**config.mk**
```make
export PLATFORM = sky130hd
export DESIGN_NAME = cfg_responder_flat
export DESIGN_NICKNAME = d
export VERILOG_FILES = /design/src/rtl/cfg_responder_if.sv /design/src/rtl/cfg_responder.sv /design/src/flat_wrapper.sv
export SDC_FILE = /design/constraint.sdc
export NUM_CORES = 1
export LEC_CHECK = 0
export ABC_CLOCK_PERIOD_IN_PS = 4400
export CAP_MARGIN = 20
export CORE_MARGIN = 5
export CORE_UTILIZATION = 49
export DETAILED_ROUTE_END_ITERATION = 8
export HOLD_SLACK_MARGIN = 0.15
export PLACE_DENSITY = 0.82
export SLEW_MARGIN = 5
export SYNTH_ARGS = -nofsm -noshare
export SYNTH_HDL_FRONTEND = slang
export SYNTH_SLANG_ARGS = --single-unit
```
**constraint.sdc**
```tcl
create_clock -name clk -period 4.4 [get_ports clk]
set_clock_uncertainty 0.05 [all_clocks]
set_input_delay 0.44 -clock clk [delete_from_list [all_inputs] [get_ports clk]]
set_output_delay 0.44 -clock clk [all_outputs]
set_load 0.01 [all_outputs]
```
**src/rtl/cfg_responder_if.sv**
```systemverilog
// Serial configuration link between the configuration controller and the
// device-side responder.
//   cs_i   : chip select, active-high, frames one 16-bit transfer
//   bit_en : one-clk bit strobe, one frame bit per strobe
//   sdi    : serial data towards the responder, MSB first
//   sdo    : serial read-back data towards the controller, MSB first
// master = controller side, slave = responder side.
interface cfg_responder_if;
    logic cs_i;
    logic bit_en;
    logic sdi;
    logic sdo;

    modport master (
        output cs_i,
        output bit_en,
        output sdi,
        input  sdo
    );

    modport slave (
        input  cs_i,
        input  bit_en,
        input  sdi,
        output sdo
    );
endinterface

```
**src/rtl/cfg_responder.sv**
```systemverilog
// Device-side end of the serial configuration link.
// Deserialises 16-bit frames (RW, 4-bit addr, 3 pad bits, 8 data bits, MSB
// first), commits writes into a local register file, shifts register
// contents back out on reads, and reports when every register has been
// written with no aborted frame in between.
// Ports:
//   clk, rst   : clock, asynchronous active-high reset
//   link       : serial link (cs_i, bit_en, sdi in; sdo out)
//   cfg_regs   : flat register view, reg n at [8n+7:8n]
//   flag_cs    : registered "full clean configuration held" flag
//   frame_err  : sticky, set when a frame is cut short by deselect
//   busy       : a frame is in progress (state not IDLE)
module cfg_responder #(
    parameter int NUM_REGS = 12,
    parameter int DATA_W   = 8
) (
    input  logic                       clk,
    input  logic                       rst,
    cfg_responder_if.slave             link,
    output logic [NUM_REGS*DATA_W-1:0] cfg_regs,
    output logic                       flag_cs,
    output logic                       frame_err,
    output logic                       busy
);

    typedef enum logic [2:0] {
        IDLE  = 3'd0,
        HDR   = 3'd1,
        WDATA = 3'd2,
        RDATA = 3'd3,
        DONE  = 3'd4
    } state_t;

    state_t              state_reg, state_next;
    logic [3:0]          bit_cnt_reg, bit_cnt_next;
    // Only the last seven samples are ever needed: together with the live
    // sdi bit they form the header byte or the data byte.
    logic [6:0]          shift_reg, shift_next;
    logic [7:0]          tx_reg, tx_next;
    logic [3:0]          addr_reg, addr_next;
    logic [DATA_W-1:0]   reg_q [NUM_REGS];
    logic [NUM_REGS-1:0] written_mask_reg;
    logic                frame_err_reg;
    logic                flag_cs_reg;

    logic                sample;
    logic                abort;
    logic                commit;
    logic                clr_en;
    logic [7:0]          wdata;
    logic [DATA_W-1:0]   rd_data;
    logic [NUM_REGS-1:0] wr_sel;

    // Deselect always wins over a coincident strobe.
    assign sample = link.cs_i & link.bit_en;
    assign wdata  = {shift_reg, link.sdi};

    // Read-back mux driven by the address bits of the header as it completes;
    // unimplemented addresses read as zero.
    always_comb begin
        rd_data = '0;
        for (int i = 0; i < NUM_REGS; i++) begin
            if (shift_reg[5:2] == 4'(i)) begin
                rd_data = reg_q[i];
            end
        end
    end

    always_comb begin
        state_next   = state_reg;
        bit_cnt_next = bit_cnt_reg;
        shift_next   = shift_reg;
        tx_next      = tx_reg;
        addr_next    = addr_reg;
        abort        = 1'b0;
        commit       = 1'b0;
        clr_en       = 1'b0;

        case (state_reg)
            IDLE: begin
                bit_cnt_next = 4'd0;
                if (sample) begin
                    shift_next   = {shift_reg[5:0], link.sdi};
                    bit_cnt_next = 4'd1;
                    state_next   = HDR;
                end
            end
            HDR: begin
                if (!link.cs_i) begin
                    abort = 1'b1;
                end else if (link.bit_en) begin
                    shift_next   = {shift_reg[5:0], link.sdi};
                    bit_cnt_next = bit_cnt_reg + 4'd1;
                    if (bit_cnt_reg == 4'd7) begin
                        // shift_reg[6] = RW, [5:2] = addr, [1:0] + sdi = pad
                        addr_next = shift_reg[5:2];
                        if (shift_reg[6]) begin
                            state_next = WDATA;
                        end else begin
                            state_next = RDATA;
                            tx_next    = 8'(rd_data);
                        end
                    end
                end
            end
            WDATA: begin
                if (!link.cs_i) begin
                    abort = 1'b1;
                end else if (link.bit_en) begin
                    shift_next   = {shift_reg[5:0], link.sdi};
                    bit_cnt_next = bit_cnt_reg + 4'd1;
                    if (bit_cnt_reg == 4'd15) begin
                        state_next = DONE;
                        commit     = 1'b1;
                        // Address 15 with data bit 0 set restarts the
                        // configuration bookkeeping.
                        clr_en     = (addr_reg == 4'hF) & link.sdi;
                    end
                end
            end
            RDATA: begin
                if (!link.cs_i) begin
                    abort = 1'b1;
                end else if (link.bit_en) begin
                    tx_next      = {tx_reg[6:0], 1'b0};
                    bit_cnt_next = bit_cnt_reg + 4'd1;
                    if (bit_cnt_reg == 4'd15) begin
                        state_next = DONE;
                    end
                end
            end
            DONE: begin
                // Surplus strobes after a complete frame are ignored.
                if (!link.cs_i) begin
                    state_next   = IDLE;
                    bit_cnt_next = 4'd0;
                end
            end
            default: begin
                state_next   = IDLE;
                bit_cnt_next = 4'd0;
            end
        endcase

        if (abort) begin
            state_next   = IDLE;
            bit_cnt_next = 4'd0;
        end
    end

    // Per-register write decode; wr_sel stays zero for addresses outside the
    // implemented range, so those writes fall away silently.
    generate
        for (genvar gi = 0; gi < NUM_REGS; gi++) begin : g_reg
            assign wr_sel[gi] = commit & (addr_reg == 4'(gi));
            assign cfg_regs[gi*DATA_W +: DATA_W] = reg_q[gi];
        end
    endgenerate

    always_ff @(posedge clk or posedge rst) begin
        if (rst) begin
            state_reg        <= IDLE;
            bit_cnt_reg      <= 4'd0;
            shift_reg        <= '0;
            tx_reg           <= '0;
            addr_reg         <= '0;
            written_mask_reg <= '0;
            frame_err_reg    <= 1'b0;
            flag_cs_reg      <= 1'b0;
            for (int i = 0; i < NUM_REGS; i++) begin
                reg_q[i] <= '0;
            end
        end else begin
            state_reg   <= state_next;
            bit_cnt_reg <= bit_cnt_next;
            shift_reg   <= shift_next;
            tx_reg      <= tx_next;
            addr_reg    <= addr_next;

            for (int i = 0; i < NUM_REGS; i++) begin
                if (wr_sel[i]) begin
                    reg_q[i]            <= DATA_W'(wdata);
                    written_mask_reg[i] <= 1'b1;
                end
            end

            if (clr_en) begin
                written_mask_reg <= '0;
                frame_err_reg    <= 1'b0;
            end else if (abort) begin
                frame_err_reg <= 1'b1;
            end

            // Built from the pre-edge mask/error, so the flag trails the
            // completing write or the abort by one clock.
            flag_cs_reg <= (&written_mask_reg) & ~frame_err_reg;
        end
    end

    assign link.sdo  = (state_reg == RDATA) & tx_reg[7];
    assign flag_cs   = flag_cs_reg;
    assign frame_err = frame_err_reg;
    assign busy      = (state_reg != IDLE);

endmodule

```
**src/flat_wrapper.sv**
```systemverilog
// flat-port wrapper written by rule: the top's interface ports become plain ports
module cfg_responder_flat 
#(
    parameter int NUM_REGS = 12,
    parameter int DATA_W   = 8
)
  (clk, rst, cfg_regs, flag_cs, frame_err, busy, link_cs_i, link_bit_en, link_sdi, link_sdo);
  cfg_responder_if link_i ();
  input  logic clk;
  input  logic rst;
  output logic [NUM_REGS*DATA_W-1:0] cfg_regs;
  output logic flag_cs;
  output logic frame_err;
  output logic busy;
  input wire logic [$bits(link_i.cs_i)-1:0] link_cs_i;
  input wire logic [$bits(link_i.bit_en)-1:0] link_bit_en;
  input wire logic [$bits(link_i.sdi)-1:0] link_sdi;
  output wire logic [$bits(link_i.sdo)-1:0] link_sdo;
  assign link_i.cs_i = link_cs_i;
  assign link_i.bit_en = link_bit_en;
  assign link_i.sdi = link_sdi;
  assign link_sdo = link_i.sdo;
  cfg_responder #(.NUM_REGS(NUM_REGS), .DATA_W(DATA_W)) u_core (.clk(clk), .rst(rst), .link(link_i), .cfg_regs(cfg_regs), .flag_cs(flag_cs), .frame_err(frame_err), .busy(busy));
endmodule
```
; ---- Word level (Yosys, flattened, before mapping)
; Index checks and enable logic that the tools add are counted.
[word_totals]
wordCells = 190
register_bits = 136
[classes]
eq_ne = 48
n_reduce_logical = 28
muxes = 65
bitwise_logic = 17
n_addsub = 1
[op_table]
columns = op, n
row1 = 8-bit 2-to-1 mux, 18
row2 = 4-bit == test (second input constant), 10
row3 = 4-bit by 3-bit == test with 1-bit output (second input constant), 9
row4 = 2-bit nonzero test, 15
row5 = 3-bit 2-to-1 mux, 9
row6 = 1-bit 2-to-1 mux, 26
row7 = 7-bit 2-to-1 mux, 3
row8 = 3-bit by 1-bit != test with 1-bit output (second input constant), 7
row9 = 1-bit bitwise AND, 16
row10 = 4-bit by 2-bit == test with 1-bit output (second input constant), 4
row11 = 4-bit 2-to-1 mux, 4
row12 = 8-bit case mux with 2 select lines, 1
row13 = 7-bit case mux with 2 select lines, 1
row14 = 12-bit 2-to-1 mux, 1
row15 = 3-bit case mux with 4 select lines, 1
row16 = 4-bit case mux with 3 select lines, 1
row17 = 12-bit AND reduction, 1
row18 = 2-bit != test (second input constant), 5
row19 = 3-bit by 2-bit != test with 1-bit output (second input constant), 3
row20 = 4-bit by 1-bit == test with 1-bit output (second input constant), 2
row21 = 4-bit zero test, 2
row22 = 2-bit by 1-bit != test with 1-bit output (second input constant), 4
row23 = 4-bit AND reduction, 2
row24 = 8-bit AND reduction, 1
row25 = 11 further kinds, 13

; ---- Depth between registers and ports, before layout
; Gate-level depths: netlist of run 1.
[depth]
depth_word = 18
depth_mapped = 8

; ---- Worst setup path before layout of run 1
; No wires, ideal clock.
[synth_timing]
path_type = register to register
startpoint = register u_core.bit_cnt_reg[0]
endpoint = register u_core.reg_q (netlist bit u_core.cfg_regs[68])
setup_time_ns = 0.125
path_buffers = 0
t_required_ns = 4.225
t_arrival_ns = 1.883
period_less_slack_ns = 2.058
stages_incl_launch_ff = 7
path_slack_ns = 2.342
path_cell_list = dfrtp_1 -> ha_1 -> nand4_1 -> or3_4 -> nor3b_4 -> nand2_4 -> mux2_4
[synth_between]
elab_chain_cells = 6
[synth_lines]
columns = element, line_no
row1 = "start, declared", cfg_responder.sv:35  ; logic [3:0] bit_cnt_reg, bit_cnt_next;
row2 = "start signal, assigned", cfg_responder.sv:175  ; bit_cnt_reg <= bit_cnt_next;
row3 = 4-bit == test, cfg_responder.sv:112  ; if (bit_cnt_reg == 4'd15) begin
row4 = 1-bit 2-to-1 mux, cfg_responder.sv:112
row5 = 1-bit 2-to-1 mux, cfg_responder.sv:109  ; end else if (link.bit_en) begin
row6 = 1-bit 2-to-1 mux, cfg_responder.sv:107  ; if (!link.cs_i) begin
row7 = 1-bit 2-to-1 mux, cfg_responder.sv:79  ; case (state_reg)
row8 = 1-bit bitwise AND, cfg_responder.sv:155  ; assign wr_sel[gi] = commit & (addr_reg == 4'(gi));
row9 = "end signal, assigned by index", cfg_responder.sv:182  ; reg_q[i] <= DATA_W'(wdata);
row10 = "end, declared", cfg_responder.sv:41  ; logic [DATA_W-1:0] reg_q [NUM_REGS];
; No other way between the ends.
; A chain may end at the register's enable or synchronous reset.

; ---- Final worst setup path of run 1
[layout_timing]
startpoint = register u_core.state_reg[1]
endpoint = output port link_sdo
[layout_between]
elab_chain_cells = 2
[layout_lines]
columns = element, line_no
row1 = "start, declared", cfg_responder.sv:34  ; state_t state_reg, state_next;
row2 = "start signal, assigned", cfg_responder.sv:174  ; state_reg <= state_next;
row3 = 3-bit by 2-bit == test with 1-bit output, cfg_responder.sv:200  ; assign link.sdo = (state_reg == RDATA) & tx_reg[7];
row4 = 1-bit bitwise AND, cfg_responder.sv:200
row5 = "end, declared", flat_wrapper.sv:18  ; output wire logic [$bits(link_i.sdo)-1:0] link_sdo;
; No other way between the ends.

==> run_results.csv, run 1 <==
group,metric,value,unit
setup_path,cp_slowest_cell,"dfrtp_1",
power_and_ir_drop,power.total,3.20,mW
grt,grt_max_degree,137,
sta,drv_slew,0,
routing,antenna_left,0,
die,coreArea,13100,um2
cts,cts_setup_buffers,0,
yosys,synth_nets,538,
sta,hold_violations,0,
run_status,status,"finished, final reports clean",
setup_path,startpoint_type,"flop",
final_layout,final_cell_area,8280,um2
placed_design,post-dp-hpwl,12000,um
setup_path,cp.arrival,2.32,ns
yosys,synthFlopType,"dfrtp_1",
yosys,ys_seq_area_frac,0.522,
die,initial_core_util,0.497,
yosys,ys_async_sr_fraction,1.00,
min_path,hold_class,"reg -> reg",
placed_design,numPortBuffers,104,
routing,wl_per_cell,21.9,um
final_layout,drive_gt1_frac,0.256,
cts,cts_inserted_buffers,17,
power_and_ir_drop,power_leakage,3.82,nW
power_and_ir_drop,ir_drop,0.288,mV
die,ioPinCount,105,
placed_design,dp_cells,780,
cts,cts.root.buffer_cell,"clkbuf_16",
yosys,ys_warn_count,0,
setup_path,end_kind,"primary output",
sta,finalCriticalPeriod,2.81,ns
cts,cts_tree,"yes",
setup_path,path_class,"reg -> out",
grt,grt_pass1_wl,28200,um
final_layout,final_nets,629,
setup_path,rrSetupSlack,1.79,ns
yosys,ys_ff_latch,136,
setup_path,crit_fanout,10,
sta,finalSetupTns,0,ns
grt,track_usage,0.229,
cts,path_clk_slew,0.06,ns
setup_path,path_buf_inv,1,
sta,fin_crit_sh,0.638,
yosys,syn-mean-instance-area,12.3,um2
final_layout,layout.cells.non_filler,812,
setup_path,critical_path.max_stage_delay,0.59,ns
cts,clk_latency,0.42,ns
setup_path,cp_top_family,"simple AND/OR/NAND/NOR gates",
sta,relSlewSlack,0.394,
grt,antenna_found_initial,0,
routing,drt_iter0_drc,465,
final_layout,final_common_cell,"dfrtp_1",
yosys,syn_inst,532,
routing,vias,4793,
power_and_ir_drop,cellPowerDensity,386,nW/um2
yosys,yosysUniqueCellTypes,58,
die,num_rows,42,
yosys,syn_area,6520,um2
sta,grt_setup_unrepaired,"false",
final_layout,insertedDiodeCount,0,
setup_path,cp.required,3.91,ns
routing,drc_errors,0,
placed_design,place_congestion,0.877,
cts,clock_path_buffers,2,
die,fp.dieH,125,um
die,die_w,125,um
cts,clkSinkCount,136,
cts,post_cts_resized,0,
grt,grt_overflow,0,
routing,dr.pass1.iters,5,
job,drv_cap,0,
placed_design,dpl-instance-area,7690,um2
die,die-area,15700,um2
yosys,synth-edff-count,0,
sta,setup_viol,0,
final_layout,largest_reg_flops,96,
routing,routed_wl,17800,um
final_layout,layout.cells.most_common_list,"134 x dfrtp_1, 104 x clkdlybuf4s50_1, 94 x mux2_2",
cts,cts_hold_buf,0,
grt,grt_pass1_vias,4970,
final_layout,area_growth_syn_to_layout,26.9,%
sta,fmax,356,MHz
routing,routed_via_density,5.90,
cts,htree_levels,4,
sta,worst_slew_pin_slew,0.908,ns
setup_path,crit_chain,"nand2_1, nor2_1, and2_1, clkdlybuf4s50_1",
==> routing by layer <==
layer | up-vias | wire length (um) | global-route usage
li1 | 2119 | - | -
met1 | 2439 | 7250 | 0.294
met2 | 194 | 8730 | 0.373
met3 | 41 | 1260 | 0.0593
met4 | 0 | 531 | 0.0925
met5 | - | 0 | 0
==> cell type report <==
cell class	instances	area [um2]
repair buffers	109	1090
flip-flops and latches	136	3410
well taps	176	220
inverters	15	58.8
fillers	963	4860
clock buffers	23	468
clock inverters	9	123
multi-input cells	344	2910
==> per-stage QoR <==
stage / worst slack [ns] / util / hold slack, ns
after floorplan: 0.271 / - / 0.401
after global placement: 1.39 / 0.585 / 0.417
after detailed placement: 1.30 / 0.585 / 0.429
after CTS: 1.60 / 0.630 / 0.442
after global routing: 1.44 / 0.630 / 0.456
final: 1.59 / 0.630 / 0.442
==> kinds of logic after synthesis <==
group / count (synthesis) / synth area share
multiplexers: 130 / 0.241
AND/OR/NAND/NOR: 121 / 0.113
XOR/XNOR: 2 / 0.00269
AO/OA/AOI/OAI: 90 / 0.0876
buffers and inverters: 52 / 0.0320
flip-flops: 136 / 0.522
adder cells (fa/ha/maj): 1 / 0.00192
==> worst reg2reg max path, delay by kind of cell, from the launching register on <==
family	cells	cell delay, ns
mux	1	0.36
compound gates	2	0.20
simple gates	2	0.51
buf+inv	1	0.41
flops	1	0.95
==> where the power goes <==
| part | switching, mW | total (mW) | internal (mW) |
|---|---|---|---|
| clock network | 0.511 | 1.43 | 0.915 |
| logic | 0.259 | 0.403 | 0.143 |
| registers | 0.0940 | 1.37 | 1.27 |
| total | 0.865 | 3.20 | 2.33 |
==> Yosys cell counts, drive strengths merged, types with 4 or more instances <==
master | number | area, um2
dfrtp | 136 | 3400
mux2 | 105 | 1210
nand2 | 31 | 146
clkbuf | 25 | 95.1
a21oi | 23 | 115
o21ai | 17 | 85.1
mux2i | 16 | 160
inv | 15 | 56.3
nor2 | 15 | 58.8
buf | 12 | 57.6
nor2b | 12 | 75.1
nor3 | 11 | 71.3
nand3 | 10 | 50.1
a21boi | 9 | 67.6
a31oi | 9 | 56.3
mux4 | 9 | 203
nand2b | 8 | 50.1
nor3b | 6 | 67.6
o22ai | 6 | 37.5
nand3b | 5 | 50.1
nand4 | 5 | 31.3
o211ai | 5 | 37.5
o21a | 4 | 30.0
or3 | 4 | 30.0
==> final timing paths <==
path                                            startpoint                         endpoint  cells after the start
max in group asynchronous                              rst  u_core.shift_reg[2]$_DFFE_PP0P_                      3
max reg2reg                u_core.shift_reg[3]$_DFFE_PP0P_     u_core.tx_reg[5]$_DFFE_PP0P_                      6
min reg2reg                   u_core.tx_reg[6]$_DFFE_PP0P_     u_core.tx_reg[6]$_DFFE_PP0P_                      2
min in group asynchronous                              rst  u_core.cfg_regs[78]$_DFFE_PP0P_                      3
min                           u_core.tx_reg[6]$_DFFE_PP0P_     u_core.tx_reg[6]$_DFFE_PP0P_                      2
max                        u_core.state_reg[1]$_DFFE_PP0P_                         link_sdo                      4
Power figures use the tool's default switching activity.
==> inputs of run 2 (changes only) <==
--- a/config.mk
+++ b/config.mk
@@ -5,13 +5,13 @@
 export SDC_FILE = /design/constraint.sdc
 export NUM_CORES = 1
 export LEC_CHECK = 0
-export ABC_CLOCK_PERIOD_IN_PS = 4400
+export ABC_CLOCK_PERIOD_IN_PS = 2800
 export CAP_MARGIN = 20
 export CORE_MARGIN = 5
-export CORE_UTILIZATION = 49
+export CORE_UTILIZATION = 50
 export DETAILED_ROUTE_END_ITERATION = 8
 export HOLD_SLACK_MARGIN = 0.15
-export PLACE_DENSITY = 0.82
+export PLACE_DENSITY = 0.8
 export SLEW_MARGIN = 5
 export SYNTH_ARGS = -nofsm -noshare
 export SYNTH_HDL_FRONTEND = slang
==> constraint.sdc (replaced) <==
create_clock -name clk -period 2.8 [get_ports clk]
set_clock_uncertainty 0.05 [all_clocks]
set_input_delay 0.28 -clock clk [delete_from_list [all_inputs] [get_ports clk]]
set_output_delay 0.28 -clock clk [all_outputs]
set_load 0.01 [all_outputs]
==> run_results.csv, run 2 (synthesis results as in run 1) <==
group,metric,value,unit
setup_path,worst-r2r-cell-count,6,
grt,grt-busiest-layer,"met2",
final_layout,final_util,0.660,
grt,use_met2,0.378,
final_layout,insertedDiodeCount,0,
routing,wl_per_cell,22.0,um
cts,clk_latency,0.41,ns
routing,drc_errors,0,
setup_path,r2r_end,"u_core.cfg_regs[50]$_DFFE_PP0P_",
setup_path,startpoint_type,"flop",
sta,finalSetupTns,0,ns
placed_design,pre_cts_slack,0.0785,ns
sta,relSlewSlack,0.510,
cts,clock_path_buffers,2,
routing,vias,4897,
setup_path,cp.arrival,2.82,ns
sta,hold_violations,0,
setup_path,path_class,"reg -> reg",
sta,grt_setup_unrepaired,"false",
cts,cts_setup_buffers,0,
grt,gr-usage-met3,0.0682,
sta,worst_slack,0.221,ns
placed_design,dpl-instance-area,7800,um2
power_and_ir_drop,power_leakage,3.88,nW
cts,post_cts_resized,0,
die,fp.dieH,124,um
sta,fin_crit_sh,0.921,
final_layout,area_growth_syn_to_layout,28.6,%
sta,fin_hold_ws,0.373,ns
final_layout,largest_reg_flops,96,
final_layout,layout.cells.most_common_list,"134 x dfrtp_1, 104 x clkdlybuf4s50_1, 94 x mux2_2",
routing,drt_iter0_drc,475,
routing,routed_wl,18100,um
setup_path,critical_path.max_stage_delay,0.47,ns
min_path,hold_class,"in -> async",
grt,grt_overflow,0,
final_layout,layout.cells.non_filler,824,
power_and_ir_drop,cellPowerDensity,603,nW/um2
grt,track_usage,0.237,
sta,drv_slew,0,
setup_path,cp-endpoint,"u_core.cfg_regs[50]$_DFFE_PP0P_",
die,coreArea,12700,um2
setup_path,startpoint,"u_core.bit_cnt_reg[0]$_DFFE_PP0P_",
setup_path,cp.required,3.04,ns
cts,cts_tree,"yes",
die,initial_core_util,0.513,
placed_design,numPortBuffers,104,
setup_path,r2r_start,"u_core.bit_cnt_reg[0]$_DFFE_PP0P_",
cts,cts_inserted_buffers,17,
sta,setup_viol,0,
grt,antenna_found_initial,0,
run_status,status,"finished, final reports clean",
final_layout,drive_gt1_frac,0.281,
routing,antenna_left,0,
power_and_ir_drop,ir_drop,0.493,mV
die,die_w,124,um
final_layout,final_nets,645,
final_layout,final_common_cell,"dfrtp_1",
routing,routed_via_density,5.94,
setup_path,crit_fanout,9,
routing,dr.pass1.iters,5,
job,drv_cap,0,
sta,worst_slew_pin_slew,0.735,ns
die,ioPinCount,105,
cts,path_clk_slew,0.06,ns
placed_design,dp_cells,792,
placed_design,post-dp-hpwl,12200,um
setup_path,end_kind,"flop",
cts,htree_levels,4,
sta,finalCriticalPeriod,2.58,ns
cts,cts.root.buffer_cell,"clkbuf_16",
final_layout,final_cell_area,8390,um2
grt,grt_pass1_wl,29000,um
cts,clkSinkCount,136,
setup_path,crit_chain,"ha_1, nand4_1, or3_4, nor2_1, nand2_1, mux2_1",
grt,grt_max_degree,137,
setup_path,cp_slowest_cell,"mux2_1",
power_and_ir_drop,power.total,5.06,mW
setup_path,rrSetupSlack,0.22,ns
die,die-area,15400,um2
die,num_rows,41,
placed_design,place_congestion,0.868,
grt,grt_pass1_vias,5088,
grt,use_met1,0.311,
cts,cts_hold_buf,0,
sta,fmax,388,MHz
run 2: worst max-delay path: cells and delay by family (launching register included):
family	cells	cell delay, ns
and+or+nand+nor	4	1.25
muxes	1	0.47
DFF	1	0.41
adders and majority gates	1	0.26
run 2: routing by layer:
| layer | routed length [um] | part of all wire | vias up |
|---|---|---|---|
| met5 | 0 | 0 | - |
| met4 | 415 | 0.023 | 0 |
| met1 | 7700 | 0.42 | 2497 |
| li1 | - | - | 2143 |
| met2 | 8870 | 0.49 | 215 |
| met3 | 1140 | 0.063 | 42 |
run 2: worst min-delay path by stage:
stage	endpoint	slack, ns	cells past startpoint
final	u_core.cfg_regs[2]$_DFFE_PP0P_	0.37	3
after global routing	u_core.cfg_regs[10]$_DFFE_PP0P_	0.45	3
after CTS	u_core.cfg_regs[10]$_DFFE_PP0P_	0.42	3
after detailed placement	u_core.written_mask_reg[3]$_DFFE_PP0P_	0.44	1
after global placement	u_core.tx_reg[1]$_DFFE_PP0P_	0.42	2
after floorplan	u_core.cfg_regs[24]$_DFFE_PP0P_	0.38	1
run 2: final cells by class:
type	instances	area, um2
fill	975	4330
sequential	136	3410
multi-input combinational	344	2910
timing repair buffer	125	1210
clock buffer	18	439
tap	172	215
clock inverter	14	149
inverter	15	60.1
run 2: power breakdown:
| part | internal [mW] | total [mW] | switching, mW |
|---|---|---|---|
| combinational | 0.267 | 0.670 | 0.403 |
| clock | 1.34 | 2.21 | 0.876 |
| sequential | 2.00 | 2.17 | 0.175 |
| total | 3.60 | 5.06 | 1.45 |
